`config.mk`:
```
export PLATFORM = sky130hd
export DESIGN_NAME = jbi_jbus_arb_n
export DESIGN_NICKNAME = d
export VERILOG_FILES = /design/src/rtl/jbi_jbus_arb_n.sv
export SDC_FILE = /design/constraint.sdc
export NUM_CORES = 1
export LEC_CHECK = 0
export BUFFER_PORTS_ARGS = -buffer_cell sky130_fd_sc_hd__buf_2
export CORE_MARGIN = 4
export CORE_UTILIZATION = 57
export DETAILED_ROUTE_END_ITERATION = 12
export GPL_TIMING_DRIVEN = 0
export MAX_ROUTING_LAYER = met4
export PLACE_DENSITY = 0.81
export SLEW_MARGIN = 20
export SYNTH_ARGS = -nofsm -noshare
export SYNTH_HDL_FRONTEND = slang
export SYNTH_SLANG_ARGS = --single-unit
```
`constraint.sdc`:
```
create_clock -name clk -period 6 [get_ports clk]
set_input_delay 0.6 -clock clk [delete_from_list [all_inputs] [get_ports clk]]
set_output_delay 0.6 -clock clk [all_outputs]
set_load 0.005 [all_outputs]
```
`src/rtl/jbi_jbus_arb_n.sv`:
```
// Distributed JBus arbiter for the JBI mout path: round-robin/park arbitration over
// NUM_AGENTS request lines, dead-cycle modes, streaming hold limit and arbitration timeout.
module jbi_jbus_arb_n #(
  parameter int unsigned NUM_AGENTS = 6,
  parameter int unsigned OWN_ID     = 0,
  parameter int unsigned TO_WIDTH   = 32,
  parameter int unsigned HOLD_WIDTH = 8
) (
  input  logic                  clk,
  input  logic                  rst_l,
  input  logic [1:0]            csr_arb_mode,
  input  logic [HOLD_WIDTH-1:0] csr_hold_limit,
  input  logic                  int_req,
  input  logic                  multiple_in_progress,
  input  logic                  stream_break_point,
  input  logic [NUM_AGENTS-1:0] ext_req_in_l,
  output logic                  req_out_l,
  output logic                  req_out_en,
  output logic                  grant,
  output logic [5:0]            ad_en,
  output logic                  multiple_ok,
  output logic                  parked_on_us,
  output logic                  dsbl_sampling,
  output logic [NUM_AGENTS-1:0] owner,
  input  logic [TO_WIDTH-1:0]   csr_arb_timeval,
  input  logic                  have_trans_waiting,
  input  logic                  piorqq_req,
  input  logic                  int_requestor_piorqq,
  output logic                  err_arb_to,
  output logic [NUM_AGENTS-1:0] log_arb_jreq
);

  localparam int unsigned IDX_W = (NUM_AGENTS > 1) ? $clog2(NUM_AGENTS) : 1;
  localparam logic [NUM_AGENTS-1:0] OWN_MASK = NUM_AGENTS'(1) << OWN_ID;

  logic                  int_req_in;
  logic                  int_req_p1_q, int_req_p2_q;
  logic [NUM_AGENTS-1:0] req_vec, grants;
  logic [NUM_AGENTS-1:0] owner_q, owner_d;
  logic [NUM_AGENTS-1:0] log_q;
  logic [IDX_W-1:0]      owner_idx, cand;
  logic                  others_req, nonowner_req, owner_req, rr_found;
  logic                  grant_switch, grant_switch_p1_q;
  logic                  contend, force_off;
  logic [HOLD_WIDTH-1:0] hold_cnt_q, hold_cnt_d;
  logic [TO_WIDTH-1:0]   to_cnt_q, to_cnt_d;
  logic                  arb_to, arb_to_p1_q, to_clr;

  // Own request; reset pulls it off the bus immediately, even mid-packet.
  assign int_req_in = (int_req | multiple_in_progress) & ~force_off & rst_l;
  assign req_out_l  = ~int_req_in;
  assign req_out_en = 1'b1;

  assign req_vec      = (~ext_req_in_l & ~OWN_MASK) | (int_req_p2_q ? OWN_MASK : '0);
  assign others_req   = |(req_vec & ~OWN_MASK);
  assign nonowner_req = |(req_vec & ~owner_q);
  assign owner_req    = |(req_vec & owner_q);

  always_comb begin
    owner_idx = '0;
    for (int unsigned i = 0; i < NUM_AGENTS; i++)
      if (|(owner_q & (NUM_AGENTS'(1) << i))) owner_idx = IDX_W'(i);
  end

  // Next owner: park/keep, else first requester descending circularly from the owner.
  always_comb begin
    grants   = owner_q;
    rr_found = 1'b0;
    cand     = '0;
    if (nonowner_req && !owner_req) begin
      for (int unsigned k = 1; k < NUM_AGENTS; k++) begin
        if (32'(owner_idx) >= k) cand = IDX_W'(32'(owner_idx) - k);
        else                     cand = IDX_W'(32'(owner_idx) + NUM_AGENTS - k);
        if (!rr_found && |(req_vec & (NUM_AGENTS'(1) << cand))) begin
          grants   = NUM_AGENTS'(1) << cand;
          rr_found = 1'b1;
        end
      end
    end
  end

  assign owner_d = grants;

  // Dead-cycle modes only drive once the registered owner is already us.
  assign grant         = |(grants & OWN_MASK) & (csr_arb_mode[1] | |(owner_q & OWN_MASK));
  assign ad_en         = {6{grant}};
  assign grant_switch  = |(grants & ~owner_q);
  assign dsbl_sampling = (csr_arb_mode == 2'b01) & grant_switch_p1_q;
  assign multiple_ok   = grant & int_req_p1_q;
  assign parked_on_us  = |(owner_q & OWN_MASK) & ~others_req;
  assign owner         = owner_q;
  assign log_arb_jreq  = log_q;

  // Fairness release while streaming under contention.
  assign contend    = int_req_p2_q & grant & others_req;
  assign force_off  = contend & stream_break_point & ~multiple_in_progress &
                      (hold_cnt_q >= csr_hold_limit);
  assign hold_cnt_d = !contend ? '0 :
                      (&hold_cnt_q) ? hold_cnt_q : hold_cnt_q + HOLD_WIDTH'(1);

  assign arb_to     = (to_cnt_q == csr_arb_timeval);
  assign to_clr     = arb_to | ~have_trans_waiting |
                      (piorqq_req & grant & int_requestor_piorqq) | (~piorqq_req & grant);
  assign to_cnt_d   = to_clr ? '0 : to_cnt_q + TO_WIDTH'(1);
  assign err_arb_to = arb_to_p1_q & ~arb_to;

  always_ff @(posedge clk or negedge rst_l) begin
    if (!rst_l) begin
      int_req_p1_q      <= 1'b0;
      int_req_p2_q      <= 1'b0;
      owner_q           <= OWN_MASK;
      grant_switch_p1_q <= 1'b0;
      hold_cnt_q        <= '0;
      to_cnt_q          <= '0;
      arb_to_p1_q       <= 1'b0;
      log_q             <= '0;
    end else begin
      int_req_p1_q      <= int_req_in;
      int_req_p2_q      <= int_req_p1_q;
      owner_q           <= owner_d;
      grant_switch_p1_q <= grant_switch;
      hold_cnt_q        <= hold_cnt_d;
      to_cnt_q          <= to_cnt_d;
      arb_to_p1_q       <= arb_to;
      log_q             <= req_vec;
    end
  end

endmodule

```
Yosys cells after proc, flatten, opt, wreduce, memory -nomap -nowiden
Cells that the tools add are included.

$add $sub $neg: 13. Multipliers: 0. Divide/modulo/power cells: 0. Order comparisons: 6. Eq/ne operators: 3. Shift-type cells: 5. Multiplexer cells: 33. Bitwise gates (word level): 38. Reductions and logical operators: 20.

Operators by type and width (number): $and A6 B6 Y6 (8); $reduce_or A6 Y1 (8); $mux W3 (12); $mux W6 (6); $add A32 B1 Y32 const B (1); $eq A32 B32 Y1 (1); $mux W32 (1); $shl A1 B3 Y6 const A (5); $mux W8 (2); $and A1 B1 Y1 (15); $not A6 Y6 (2); $sub A3 B2 Y3 const B (4); $sub A3 B3 Y3 const B (4); $mux W1 (10); $add A8 B1 Y8 const B (1); $ge A8 B8 Y1 (1); $reduce_and A8 Y1 (1); $not A1 Y1 (7); $ge A3 B2 Y1 const B (2); $ge A3 B3 Y1 const B (2); $or A6 B1 Y6 (1); $sub A3 B1 Y3 const B (2); $logic_and A1 B1 Y1 (5); $logic_not A1 Y1 (5); 7 further kinds (12).

Flip-flop bits (word level): 56. Latch bits: 0. Memory bits (writable): 0. Bits in read-only memories: 0. Output and inout bits: 25. Logic and storage cells: 126. Memories: 0.

Depth between registers and ports, before layout
Depth after elaboration: 40. Gate-level depth with buffers: 19.

Least setup slack after synthesis
No wires, ideal clock.

Kind: flip-flop to output port. From: register owner_q[4] (netlist: owner[4]). To: output port multiple_ok. Data arrival time: 4.213 ns. Required time: 5.400 ns. Path slack: 1.187 ns. Stages on the path, launching flop included: 19. Path through: dfrtp_1 buf_2 or2_1 inv_2 o21ai_0 inv_1 ha_1 clkbuf_1 xnor2_1 nand2_1 o2111a_1 or4_1 clkbuf_1 or3_1 clkbuf_1 a2111o_1 o311a_1 nor2_1 and2_1.

Cells in the longest elaborated chain, start to end: 29. Elaborated cells on any way between the ends: 74.

Ends and longest elaborated chain: from (decl) (line 39) `logic [NUM_AGENTS-1:0] owner_q, owner_d;`; from (signal assigned) (line 120) `owner_q <= owner_d;`; $mux W3 (2 in series) (line 62) `if (|(owner_q & (NUM_AGENTS'(1) << i))) owner_idx = IDX_W'(i);`; $add A3 B3 Y3 (line 73) `else cand = IDX_W'(32'(owner_idx) + NUM_AGENTS - k);`; $sub A3 B1 Y3 (line 73); $mux W3 (line 72) `if (32'(owner_idx) >= k) cand = IDX_W'(32'(owner_idx) - k);`; $mux W3 (line 70) `if (nonowner_req && !owner_req) begin`; $shl A1 B3 Y6 (line 74, 75); $and A6 B6 Y6 (line 74) `if (!rr_found && |(req_vec & (NUM_AGENTS'(1) << cand))) begin`; $reduce_or A6 Y1 (line 74); [13 not listed]; $mux W1 (line 70); $logic_not A1 Y1 (line 74); $logic_and A1 B1 Y1 (line 74); $mux W6 (line 74); $mux W6 * (line 70); $and A1 B1 Y1 * (line 85) `assign grant = |(grants & OWN_MASK) & (csr_arb_mode[1] | |(owner_q & OWN_MASK));`; net grant (line 19) `output logic grant,`; $and A1 B1 Y1 * (line 89) `assign multiple_ok = grant & int_req_p1_q;`; to (decl) (line 21) `output logic multiple_ok,`.

The timed path passes the listed nets; every way through them passes the cells marked *. The select of a mux whose other input is x is not followed.

Worst setup path after layout
From: register owner_q[4] (netlist: owner[4]). To: output port multiple_ok.

Cells in the longest elaborated chain, start to end: 29. Elaborated cells on any way between the ends: 74.

Ends and longest elaborated chain (line): $mux W3 (2 in series) (62); $add A3 B3 Y3 (73); $sub A3 B1 Y3 (73); $mux W3 (72); $mux W3 (70); $shl A1 B3 Y6 (74, 75); $and A6 B6 Y6 (74); $reduce_or A6 Y1 (74); [12 not listed]; $mux W1 (74); $mux W1 (70); $logic_not A1 Y1 (74); $logic_and A1 B1 Y1 (74); $mux W6 (74); $mux W6 * (70); $and A1 B1 Y1 * (85); $and A1 B1 Y1 * (89).

Every way passes the cells marked *; elsewhere a longest branch is shown, timed or not. The select of a mux whose other input is x is not followed.

==> summary.txt <==
Final layout
  – Fill cell total of the finished layout: 655
  – Filler-free cell count of the finished design: 725
  – Final antenna diode count: 0
  – Layout cells sized above 1: 0.186
  – Area added between synthesis and finish: 14.5%
  – Number of nets in the layout: 696

Hold path
  – Kind of path behind the tightest hold check: input pin to async pin

STA
  – Min Clock Period, post-route: ~5700 ps
  – Number of failing hold endpoints at the final stage: 0
  – Setup repair after global routing missed its margin: false
  – Number of pins with negative max-slew slack in the final report: 0
  – Setup TNS after final layout: 0 ps
  – Final worst clock skew: 12.9 ps
  – Max-slew headroom at the worst pin: 0.343
  – Worst Max-Slew Pin Slew: 976 ps
  – Maximum clock frequency: 175 MHz
  – Final setup violation count: 0
  – Post-route fraction of the period consumed by the critical path: 0.955

Global route
  – Largest net degree at the start of global routing: 58
  – Total global-route track usage: 0.284
  – Vias in the first global route: ~4300
  – Remaining global-route overflow: 0
  – Number of antenna violations at the first check in global routing: 0
  – Wire length of the first global-routing pass: 21500 um

CTS
  – TritonCTS clock tree: done
  – Maximum level of the CTS H-tree: 2
  – Clock insertion delay at the later pin of the skew report: 320 ps
  – CTS Buffer Depth: 2
  – Post-CTS clock slew at the launch and capture registers of the worst setup and hold paths: 100 ps
  – Number of clock sinks: 56
  – Post-CTS setup-driven buffer insertion count: 0
  – Root buf cell: clkbuf_8
  – CTS buffer count: 5

Place
  – # port buffers: between 70 and 80
  – Final weighted congestion of routability-driven global placement: 1.00
  – Total half-perimeter wirelength after legalization and detailed placement: about 9800 um
  – Number of cells in the design after placement: 717

Drt
  – Via Count: 4463
  – Number of detailed-route iterations in the first pass: 5
  – Total wire length after detailed routing: 13100 um
  – Number of nets with antenna violations after detailed routing: 0
  – Starting DRT DRC Count: between 300 and 400
  – DR vias/cell: around 6.2
  – # DRC: 0
  – Wirelength per Cell: approximately 18 um

Setup path
  – RR Startpoint: owner[4]$_DFF_PN0_
  – Type of origin of the critical path: register
  – R2R setup slack: 890 ps
  – R2r endpoint: to_cnt_q[4]$_DFF_PN0_
  – Critical Path Sink Type: primary output
  – Worst reg-to-reg path cell count: 19
  – Crit Path Max Fanout: 11
  – Worst setup path category: register to primary output
  – Crit path DAT: around 5000 ps
  – CP required: 5400 ps

Pwr
  – Power Density: approximately 620 mW/mm2
  – Worst ir drop on vdd: roughly 0.42 mV
  – Static power due to leakage: ~2.3 nW
  – Tot Pwr: 3.20 mW

Floorplanning
  – Number of placed I/O pins: 81
  – Die boundary width: 96.7 um
  – Full die area: 0.00934 mm2
  – Number of rows created at floorplan: 32
  – Placeable core region: 0.00769 mm2
  – Initial core utilization: 0.583
  – Die height: 96.7 um

Yosys
  – Syn nets: 612
  – Top FF cell, synth: dfrtp_1
  – Async SR Flop Fraction: 1.00
  – Number of warnings issued by yosys: 0
  – Netlist cell types: 70
  – Count of flip-flops with a built-in enable after synthesis: 0
  – Register area share after synthesis: 0.313
  – Instance count of the mapped netlist: 538
  – Post-synthesis average cell area: 8.33 um2
  – Mapped Area: 0.00448 mm2
  – Seq cells post-synth: 56

Status
  – Run status: complete, no violations

Flow run
  – # Max-Cap Violations: 0
## cells in the mapped netlist (all sizes together), types with 4 or more instances
master,count,share of area
clkbuf,16,0.013
o221ai,4,0.0078
nor2,65,0.054
mux2i,4,0.0089
a21o,5,0.0084
nand4,18,0.025
nor2b,8,0.011
ha,18,0.050
or3,11,0.015
and3,15,0.021
o22ai,4,0.0056
nand3,23,0.028
dfrtp,55,0.31
nor4,9,0.013
a21oi,16,0.018
xnor2,51,0.10
nand2,36,0.030
a31oi,4,0.0056
and2,4,0.0056
nor3,13,0.015
o211ai,5,0.0084
inv,29,0.024
xor2,19,0.037
buf,13,0.022
o21ai,28,0.031
## logic make-up after synthesis
logic type | synth area share
muxes | 0.0114
DFF | 0.313
AOI/OAI and AO/OA | 0.176
buffers and inverters | 0.0609
xor gates and xnor gates | 0.137
other | 0.000837
adders and majority gates | 0.0503
and+or+nand+nor | 0.250
## per-stage QoR
stage / hold WS [ps] / cell area, um2 / setup WS, ps / util
floorplan: 304 / 4480 / 1190 / -
global placement: 382 / 4990 / 388 / 0.650
detailed placement: 387 / 5000 / 348 / 0.650
CTS: 363 / 5090 / 153 / 0.662
global route: 378 / 5130 / 34.6 / 0.667
finish: 323 / 5130 / 271 / 0.667
## how the worst max path moves through the flow
stage                  startpoint           to  cells after the start
2_1_floorplan  owner[4]$_DFF_PN0_  multiple_ok                     18
3_3_place_gp   owner[5]$_DFF_PN0_  multiple_ok                     16
3_5_place_dp   owner[4]$_DFF_PN0_  multiple_ok                     18
4_1_cts        owner[4]$_DFF_PN0_  multiple_ok                     19
5_1_grt        owner[4]$_DFF_PN0_  multiple_ok                     19
6_report       owner[4]$_DFF_PN0_  multiple_ok                     19
## worst max-delay path, cell delays in order, from the launching register on
cell and delay (ps):
dfrtp_1 400, buf_2 200, or3b_4 420, nand3_4 160, inv_2 70, clkbuf_2 240
ha_1 250, clkbuf_1 200, o21ai_0 150, and2_1 260, nor4_1 110, or4_1 510
clkbuf_1 200, or3_1 370, clkbuf_1 200, a311oi_2 340, o311a_1 350, nor2_4 100
and2_1 170, buf_2 120
## per-layer routing
layer	routed length, um	global-route usage	vias up	part of all wire
met2	5850	0.422	219	0.45
met5	0	-	-	0
met3	1060	0.0526	23	0.081
met1	5930	0.400	2135	0.45
met4	214	0.0767	0	0.016
li1	-	-	2086	-
## final cells by class
type                    instances  area [um2]  area share
multi-input cells             423        2840       0.554
flip-flops and latches         56        1400       0.273
repair buffers                 77         388      0.0756
plain buffers                  29         163      0.0317
well taps                     102         128      0.0249
inverters                      30         116      0.0227
clock buffers                   6        72.6      0.0141
clock inverters                 2        16.3     0.00317
## what timing repair did
action                     4_1_cts  5_1_grt
gates resized for setup          2       11
pin swaps                        0        0
hold buffers                     0        0
cloned                           0        0
setup endpoints to repair        7        9
## cell usage in the layout, fill, tap and decap left out, types with 5 or more instances in the layout
cell type and count:
buf_2 78, nor2_1 64, dfrtp_1 55, xnor2_1 50, nand2_1 36, inv_1 27, o21ai_0 27, nand3_1 22
xor2_1 19, nand4_1 18, ha_1 18, a21oi_1 16, clkbuf_1 15, and3_1 15, nor3_1 12, or3_1 11
nor4_1 9, nor2b_1 8, buf_4 8, o211ai_1 5, a21o_1 5, clkbuf_8 5
## sequential cells by signal, indices dropped and copies added, names as in the netlist
signal / count
owner: 6
log_arb_jreq: 6
int_req_p2_q: 1
grant_switch_p1_q: 1
int_req_p1_q: 1
arb_to_p1_q: 1
to_cnt_q: 32
hold_cnt_q: 8
## report_power, final
part	switching, mW	internal (mW)
Combinational	1.58	0.942
Clock	0.130	0.0835
Sequential	0.0463	0.419
(Power assumes the default switching activity.)
